===== config.mk =====
export PLATFORM = sky130hd
export DESIGN_NAME = cu_seq_flat
export DESIGN_NICKNAME = d
export VERILOG_FILES = /design/src/rtl/cu_seq_if.sv /design/src/rtl/cu_seq.sv /design/src/flat_wrapper.sv
export SDC_FILE = /design/constraint.sdc
export NUM_CORES = 1
export LEC_CHECK = 0
export CAP_MARGIN = 20
export CORE_MARGIN = 8
export CORE_UTILIZATION = 51
export DETAILED_ROUTE_END_ITERATION = 8
export PLACE_DENSITY_LB_ADDON = 0.15
export SLEW_MARGIN = 0
export SYNTH_ARGS = -nofsm -noshare
export SYNTH_HDL_FRONTEND = slang
export SYNTH_SLANG_ARGS = --single-unit

===== constraint.sdc =====
create_clock -name clk -period 2.2 [get_ports clk]
set_input_delay 0.44 -clock clk [delete_from_list [all_inputs] [get_ports clk]]
set_output_delay 0.44 -clock clk [all_outputs]
set_load 0.1 [all_outputs]

===== src/rtl/cu_seq_if.sv =====
// rtl/cu_seq_if.sv - decode/ID-EX bus for cu_seq
//
// Groups the decode-side inputs and the ID/EX register outputs of cu_seq.
//   master : drives the instruction fields, valid_in, stall and flush;
//            observes ready_out, busy and the registered controls.
//   slave  : the control unit itself.
// REGS is the block-transfer register-list width; RW = $clog2(REGS).
interface cu_seq_if #(
    parameter int REGS = 16
);
    localparam int RW = $clog2(REGS);

    logic            valid_in;
    logic            ready_out;
    logic [1:0]      mode;
    logic [3:0]      op_code;
    logic            S;
    logic            immediate;
    logic [3:0]      cond;
    logic [3:0]      status;
    logic [REGS-1:0] reg_list;
    logic            stall;
    logic            flush;

    logic            valid_out;
    logic [3:0]      exe_command;
    logic            mem_read;
    logic            mem_write;
    logic            wb_enable;
    logic            is_immediate;
    logic            B;
    logic            update_status;
    logic [RW-1:0]   xfer_reg;
    logic [RW+1:0]   xfer_offset;
    logic            busy;

    modport master (
        output valid_in, mode, op_code, S, immediate, cond, status, reg_list,
               stall, flush,
        input  ready_out, valid_out, exe_command, mem_read, mem_write,
               wb_enable, is_immediate, B, update_status, xfer_reg,
               xfer_offset, busy
    );

    modport slave (
        input  valid_in, mode, op_code, S, immediate, cond, status, reg_list,
               stall, flush,
        output ready_out, valid_out, exe_command, mem_read, mem_write,
               wb_enable, is_immediate, B, update_status, xfer_reg,
               xfer_offset, busy
    );
endinterface


===== src/rtl/cu_seq.sv =====
// rtl/cu_seq.sv - registered ID-stage control unit with LDM/STM sequencing
//
// Decodes mode/op_code/S/immediate into EX/MEM/WB/branch controls held in an
// ID/EX output register. Mode 3 expands a register list into one memory
// micro-op per set bit, lowest index first, with byte offset 4*ordinal.
// Ports:
//   clk  - rising-edge clock
//   rst  - asynchronous active-low reset
//   bus  - cu_seq_if.slave (decode inputs, valid/ready, stall, flush,
//          registered controls, xfer_reg/xfer_offset, busy)
// Optional feature macro: COND_EXEC_EN (ARM condition-code squashing).
module cu_seq #(
    parameter int REGS = 16
) (
    input  logic     clk,
    input  logic     rst,
    cu_seq_if.slave  bus
);
    localparam int RW = $clog2(REGS);

    localparam logic [0:0] IDLE  = 1'b0;
    localparam logic [0:0] BLOCK = 1'b1;

    logic [0:0]      state_q, state_d;
    logic [REGS-1:0] mask_q, mask_d;
    logic            s_q, s_d;
    logic [RW-1:0]   cnt_q, cnt_d;

    logic            valid_q, valid_d;
    logic [3:0]      exe_q, exe_d;
    logic            mem_read_q, mem_read_d;
    logic            mem_write_q, mem_write_d;
    logic            wb_q, wb_d;
    logic            imm_q, imm_d;
    logic            b_q, b_d;
    logic            us_q, us_d;
    logic [RW-1:0]   xfer_reg_q, xfer_reg_d;
    logic [RW+1:0]   xfer_offset_q, xfer_offset_d;

    logic            cond_ok;

    function automatic logic [RW-1:0] lowest_idx(input logic [REGS-1:0] m);
        logic [RW-1:0] r;
        r = '0;
        for (int i = REGS - 1; i >= 0; i--) begin
            if (m[i]) r = RW'(i);
        end
        return r;
    endfunction

`ifdef COND_EXEC_EN
    logic n_f, z_f, c_f, v_f;
    assign {n_f, z_f, c_f, v_f} = bus.status;
    always_comb begin
        cond_ok = 1'b1;
        case (bus.cond)
            4'b0000: cond_ok = z_f;
            4'b0001: cond_ok = !z_f;
            4'b0010: cond_ok = c_f;
            4'b0011: cond_ok = !c_f;
            4'b0100: cond_ok = n_f;
            4'b0101: cond_ok = !n_f;
            4'b0110: cond_ok = v_f;
            4'b0111: cond_ok = !v_f;
            4'b1000: cond_ok = c_f && !z_f;
            4'b1001: cond_ok = !c_f || z_f;
            4'b1010: cond_ok = (n_f == v_f);
            4'b1011: cond_ok = (n_f != v_f);
            4'b1100: cond_ok = !z_f && (n_f == v_f);
            4'b1101: cond_ok = z_f || (n_f != v_f);
            default: cond_ok = 1'b1;
        endcase
    end
`else
    logic unused_cond;
    assign unused_cond = ^{bus.cond, bus.status};
    assign cond_ok     = 1'b1;
`endif

    assign bus.busy      = (state_q == BLOCK);
    assign bus.ready_out = (state_q == IDLE) && !bus.stall;

    always_comb begin
        state_d       = state_q;
        mask_d        = mask_q;
        s_d           = s_q;
        cnt_d         = cnt_q;
        valid_d       = valid_q;
        exe_d         = exe_q;
        mem_read_d    = mem_read_q;
        mem_write_d   = mem_write_q;
        wb_d          = wb_q;
        imm_d         = imm_q;
        b_d           = b_q;
        us_d          = us_q;
        xfer_reg_d    = xfer_reg_q;
        xfer_offset_d = xfer_offset_q;

        if (bus.flush) begin
            valid_d = 1'b0;
            state_d = IDLE;
            mask_d  = '0;
        end else if (bus.stall) begin
            // everything holds
        end else if (state_q == BLOCK) begin
            valid_d       = 1'b1;
            exe_d         = 4'b0010;
            mem_read_d    = s_q;
            mem_write_d   = !s_q;
            wb_d          = s_q;
            imm_d         = 1'b0;
            b_d           = 1'b0;
            us_d          = 1'b0;
            xfer_reg_d    = lowest_idx(mask_q);
            xfer_offset_d = {cnt_q, 2'b00};
            mask_d        = mask_q & (mask_q - 1'b1);
            cnt_d         = cnt_q + RW'(1);
            if (mask_d == '0) state_d = IDLE;
        end else if (bus.valid_in) begin
            // Start from an all-zero micro-op; a failed condition leaves it
            // that way, which is exactly the squashed form.
            valid_d       = 1'b1;
            exe_d         = 4'b0000;
            mem_read_d    = 1'b0;
            mem_write_d   = 1'b0;
            wb_d          = 1'b0;
            imm_d         = 1'b0;
            b_d           = 1'b0;
            us_d          = 1'b0;
            xfer_reg_d    = '0;
            xfer_offset_d = '0;
            if (cond_ok) begin
                case (bus.mode)
                    2'd0: begin
                        us_d  = bus.S;
                        imm_d = bus.immediate;
                        wb_d  = 1'b1;
                        case (bus.op_code)
                            4'b1101: exe_d = 4'b0001;
                            4'b1111: exe_d = 4'b1001;
                            4'b0100: exe_d = 4'b0010;
                            4'b0101: exe_d = 4'b0011;
                            4'b0010: exe_d = 4'b0100;
                            4'b0110: exe_d = 4'b0101;
                            4'b0000: exe_d = 4'b0110;
                            4'b1100: exe_d = 4'b0111;
                            4'b0001: exe_d = 4'b1000;
                            4'b1010: begin exe_d = 4'b0100; wb_d = 1'b0; end
                            4'b1000: begin exe_d = 4'b0110; wb_d = 1'b0; end
                            default: begin exe_d = 4'b0000; wb_d = 1'b0; end
                        endcase
                    end
                    2'd1: begin
                        exe_d       = 4'b0010;
                        imm_d       = bus.immediate;
                        mem_read_d  = bus.S;
                        mem_write_d = !bus.S;
                        wb_d        = bus.S;
                    end
                    2'd2: b_d = 1'b1;
                    default: begin
                        // Empty list stays an all-zero NOP micro-op.
                        if (bus.reg_list != '0) begin
                            exe_d       = 4'b0010;
                            mem_read_d  = bus.S;
                            mem_write_d = !bus.S;
                            wb_d        = bus.S;
                            xfer_reg_d  = lowest_idx(bus.reg_list);
                            // More than one bit set: remaining bits go to BLOCK.
                            if ((bus.reg_list & (bus.reg_list - 1'b1)) != '0) begin
                                state_d = BLOCK;
                                mask_d  = bus.reg_list & (bus.reg_list - 1'b1);
                                s_d     = bus.S;
                                cnt_d   = RW'(1);
                            end
                        end
                    end
                endcase
            end
        end else begin
            valid_d = 1'b0;
        end
    end

    always_ff @(posedge clk or negedge rst) begin
        if (!rst) begin
            state_q       <= IDLE;
            mask_q        <= '0;
            s_q           <= 1'b0;
            cnt_q         <= '0;
            valid_q       <= 1'b0;
            exe_q         <= 4'b0000;
            mem_read_q    <= 1'b0;
            mem_write_q   <= 1'b0;
            wb_q          <= 1'b0;
            imm_q         <= 1'b0;
            b_q           <= 1'b0;
            us_q          <= 1'b0;
            xfer_reg_q    <= '0;
            xfer_offset_q <= '0;
        end else begin
            state_q       <= state_d;
            mask_q        <= mask_d;
            s_q           <= s_d;
            cnt_q         <= cnt_d;
            valid_q       <= valid_d;
            exe_q         <= exe_d;
            mem_read_q    <= mem_read_d;
            mem_write_q   <= mem_write_d;
            wb_q          <= wb_d;
            imm_q         <= imm_d;
            b_q           <= b_d;
            us_q          <= us_d;
            xfer_reg_q    <= xfer_reg_d;
            xfer_offset_q <= xfer_offset_d;
        end
    end

    assign bus.valid_out     = valid_q;
    assign bus.exe_command   = exe_q;
    assign bus.mem_read      = mem_read_q;
    assign bus.mem_write     = mem_write_q;
    assign bus.wb_enable     = wb_q;
    assign bus.is_immediate  = imm_q;
    assign bus.B             = b_q;
    assign bus.update_status = us_q;
    assign bus.xfer_reg      = xfer_reg_q;
    assign bus.xfer_offset   = xfer_offset_q;
endmodule

===== src/flat_wrapper.sv =====
// flat-port wrapper written by rule: the top's interface ports become plain ports
module cu_seq_flat 
#(
    parameter int REGS = 16
)
  (clk, rst, bus_valid_in, bus_mode, bus_op_code, bus_S, bus_immediate, bus_cond, bus_status, bus_reg_list, bus_stall, bus_flush, bus_ready_out, bus_valid_out, bus_exe_command, bus_mem_read, bus_mem_write, bus_wb_enable, bus_is_immediate, bus_B, bus_update_status, bus_xfer_reg, bus_xfer_offset, bus_busy);
  cu_seq_if #(.REGS(REGS)) bus_i ();
  input  logic clk;
  input  logic rst;
  input wire logic [$bits(bus_i.valid_in)-1:0] bus_valid_in;
  input wire logic [$bits(bus_i.mode)-1:0] bus_mode;
  input wire logic [$bits(bus_i.op_code)-1:0] bus_op_code;
  input wire logic [$bits(bus_i.S)-1:0] bus_S;
  input wire logic [$bits(bus_i.immediate)-1:0] bus_immediate;
  input wire logic [$bits(bus_i.cond)-1:0] bus_cond;
  input wire logic [$bits(bus_i.status)-1:0] bus_status;
  input wire logic [$bits(bus_i.reg_list)-1:0] bus_reg_list;
  input wire logic [$bits(bus_i.stall)-1:0] bus_stall;
  input wire logic [$bits(bus_i.flush)-1:0] bus_flush;
  output wire logic [$bits(bus_i.ready_out)-1:0] bus_ready_out;
  output wire logic [$bits(bus_i.valid_out)-1:0] bus_valid_out;
  output wire logic [$bits(bus_i.exe_command)-1:0] bus_exe_command;
  output wire logic [$bits(bus_i.mem_read)-1:0] bus_mem_read;
  output wire logic [$bits(bus_i.mem_write)-1:0] bus_mem_write;
  output wire logic [$bits(bus_i.wb_enable)-1:0] bus_wb_enable;
  output wire logic [$bits(bus_i.is_immediate)-1:0] bus_is_immediate;
  output wire logic [$bits(bus_i.B)-1:0] bus_B;
  output wire logic [$bits(bus_i.update_status)-1:0] bus_update_status;
  output wire logic [$bits(bus_i.xfer_reg)-1:0] bus_xfer_reg;
  output wire logic [$bits(bus_i.xfer_offset)-1:0] bus_xfer_offset;
  output wire logic [$bits(bus_i.busy)-1:0] bus_busy;
  assign bus_i.valid_in = bus_valid_in;
  assign bus_i.mode = bus_mode;
  assign bus_i.op_code = bus_op_code;
  assign bus_i.S = bus_S;
  assign bus_i.immediate = bus_immediate;
  assign bus_i.cond = bus_cond;
  assign bus_i.status = bus_status;
  assign bus_i.reg_list = bus_reg_list;
  assign bus_i.stall = bus_stall;
  assign bus_i.flush = bus_flush;
  assign bus_ready_out = bus_i.ready_out;
  assign bus_valid_out = bus_i.valid_out;
  assign bus_exe_command = bus_i.exe_command;
  assign bus_mem_read = bus_i.mem_read;
  assign bus_mem_write = bus_i.mem_write;
  assign bus_wb_enable = bus_i.wb_enable;
  assign bus_is_immediate = bus_i.is_immediate;
  assign bus_B = bus_i.B;
  assign bus_update_status = bus_i.update_status;
  assign bus_xfer_reg = bus_i.xfer_reg;
  assign bus_xfer_offset = bus_i.xfer_offset;
  assign bus_busy = bus_i.busy;
  cu_seq #(.REGS(REGS)) u_core (.clk(clk), .rst(rst), .bus(bus_i));
endmodule

==> impl_results.md <==
- Status: finished, violations left
- Failing checks: negative setup slack
- GRT overflow: 0
- Area of the multi-input gates: 0.00186 mm²
- Cell mode on critical path: buf_6
- EDFF count, synth: 0
- Top layer in use: met4
- Total power: 2.35 mW
- Pwr Density: 558 mW/mm²
- Clk slew on worst S/H paths: 0.08 ns
- Worst EP required: 2.41 ns
- Tmin final: 2.56 ns
- Clock skew: 0.00472 ns
- CP Cell Sequence: buf_6, buf_6, or4_4, o41ai_4, nor3_2, a2111oi_4, o21a_4, buf_12, a21oi_2, o32ai_2
- Period utilization: 116%
- Die footprint: 0.00806 mm²
- Most frequent cells in the layout: 80 x buf_4, 40 x dfrtp_1, 30 x nand2_1
- Drt pass-1 iters: 5
- Worst Setup Path Type: input pin to register
- Worst vdd ir: 412 µV
- Met1 Wirelength: 3.87 mm
- Sequential Area: 0.00100 mm²
- Num ports: 60
- H-tree levels: 2
- Wire per inst: 18.5 µm
- Nets: 478
- Area Growth Syn to Fin: 51.9%
- Post-DP Area: 0.00369 mm²
- Setup total negative slack: -6.02 ns
- Iter 0 DRT Violations: 292
- Avg Cell Area, Syn: 8.36 µm²
- Seq/Total Area, Yosys: 36.1%
- Most common cell after layout, fill and taps aside: buf_4
- Pleak: 1.92 nW
- DP Worst Slack: -0.939 ns
- Post-layout util: 78.5%
- Final setup fails: 21
- Sink Count: 40
- Critical path buffers and inverters: 3
- Synth Cell Area: 0.00278 mm²
- CP endpoint kind: register
- CTS buffer count: 5
- Remaining antenna violation count: 0
- Critical path's largest stage delay: 0.57 ns
- Max reg flops: 15
- Post-route cell area: 0.00422 mm²
- Via-to-Cell Ratio: 6.17
- Final worst slack: -0.356 ns
- Final HPWL DP: 5.96 mm
- Clock Tree Buf Depth: 2
- Final std cells w/o fill: 513
- Starting Density: 51.7%
- RSZ-0062 raised after global routing: yes
- WL met2: 4.51 mm
- ANT cells: 0
- Via count: 3164
- Ys async rst share: 100%
- CTS tree: yes
- Worst-skew pair later-pin latency: 0.30 ns
- Largest reg by FF count: u_core.mask_q
- Fillers: 342
- Overall routing resource usage: 22.1%
- Worst Hold Slack: 0.178 ns
- Met3 routed WL: 731 µm
- Worst hold path class: input pin to asynchronous set/reset pin
- Die W: 89.8 µm
- Largest net degree at the start of global routing: 41
- Initial antenna violation count: 0
- Relative slew slack: 56.9%
- Share of post-route cells with drive strength above 1: 36.5%
- Ys flop type: dfrtp_1
- Worst path slowest cell: or4_4
- Actual slew at the worst max-slew pin: 0.647 ns
- CP startpoint kind: input pin
- Maximum capacitance violations: 0
- Die height: 89.8 µm
- Vias in the first global route: 3116
- CP arrival: 2.76 ns
- Synthesis-stage register bit count: 40
- Global-route wire length before repair: 15.2 mm
- Core area: 0.00537 mm²
- Synth Warn #: 0
- Yosys cell types: 59
- CTS root buf: clkbuf_8
- Highest clock rate: 391 MHz
- # rows: 27
- Remaining DRCs: 0
- Gate Count Post-Synth: 332
- Final hold viol count: 0
- CP max FO: 6
- Final GP Congestion: 0.930
- # port buffers: 49
- CP top delay family: compound AO/OA/AOI/OAI gates
- Final Max Slew Viols: 0
- Final wirelength: 9.48 mm
- Cells after DPL: 489
## worst reg2reg max path, cell delays in order, from the launching register on
cell      delay, ns
dfrtp_1        0.44
nor3_1         0.23
buf_4          0.19
nand4_1        0.21
nand2b_1       0.26
o21ai_0        0.21
nand3_1        0.12
nor3_1         0.30
nor3_2         0.08
## final cells by class
cell class / instances / area share, %
Clock inverter: 2 / 0.920
Multi-Input combinational cell: 253 / 44.1
Sequential cell: 40 / 23.7
Inverter: 17 / 1.51
Clock buffer: 6 / 1.96
Tap cell: 72 / 2.14
Timing Repair Buffer: 123 / 25.6
## worst paths after layout
path,start,end,slack (ns),depth (start not counted)
max reg2reg,u_core.mask_q[2],u_core.bus.busy,0.05,8
min in group clk,u_core.bus.is_immediate,u_core.bus.is_immediate,0.47,2
max in group asynchronous,rst,u_core.bus.xfer_reg[1],1.66,2
max,bus_reg_list[9],u_core.mask_q[8],-0.36,10
min,rst,u_core.mask_q[13],0.18,2
min reg2reg,u_core.bus.is_immediate,u_core.bus.is_immediate,0.47,2
## metal layers
metal / vias to the layer above / track usage [%]
li1: 1450 / -
met2: 182 / 33.7
met5: - / 0
met1: 1490 / 27.7
met4: 0 / 12.1
met3: 42 / 5.90
## timing repair
action | 4_1_cts | 5_1_grt
cloned | 1 | 1
gates resized for setup | 74 | 27
endpoints found under the setup margin | 28 | 23
setup buffers | 12 | 3
pin swaps | 24 | 19
hold buffers | 0 | 0
## cells by family (layout without fill, tap and decap cells)
kind of cell	count (synthesis)	after routing	share of synthesized area [%]
other	1	2	0.135
buffers and inverters	40	148	6.71
multiplexers	3	3	1.08
flip-flops	40	40	36.1
XOR/XNOR	3	3	0.947
AO/OA/AOI/OAI	116	116	30.8
adder cells (fa/ha/maj)	6	6	2.25
AND/OR/NAND/NOR	123	123	22.0
## Yosys cell counts, types with 4 or more instances
library cell	instances	area share [%]
o21a_1	5	1.4
a21oi_1	20	3.6
nand3_1	11	2.0
nand2_1	31	4.2
inv_1	17	2.3
clkbuf_1	13	1.8
nor4_1	4	0.90
maj3_1	5	1.8
nor2b_1	8	1.8
o21ai_1	4	0.72
or3_1	7	1.6
dfrtp_1	40	36
o21ai_0	28	5.0
nand4_1	5	1.1
o32ai_1	5	1.6
or4_1	5	1.4
a22o_1	6	1.9
o31ai_1	8	2.2
nor2_1	29	3.9
nor3_1	13	2.3
## power by group
group          switching (mW)  internal, mW
Clock                   0.275         0.371
Sequential             0.0582         0.799
Combinational           0.570         0.280
Total                   0.903          1.45
Power figures use the tool's default switching activity.
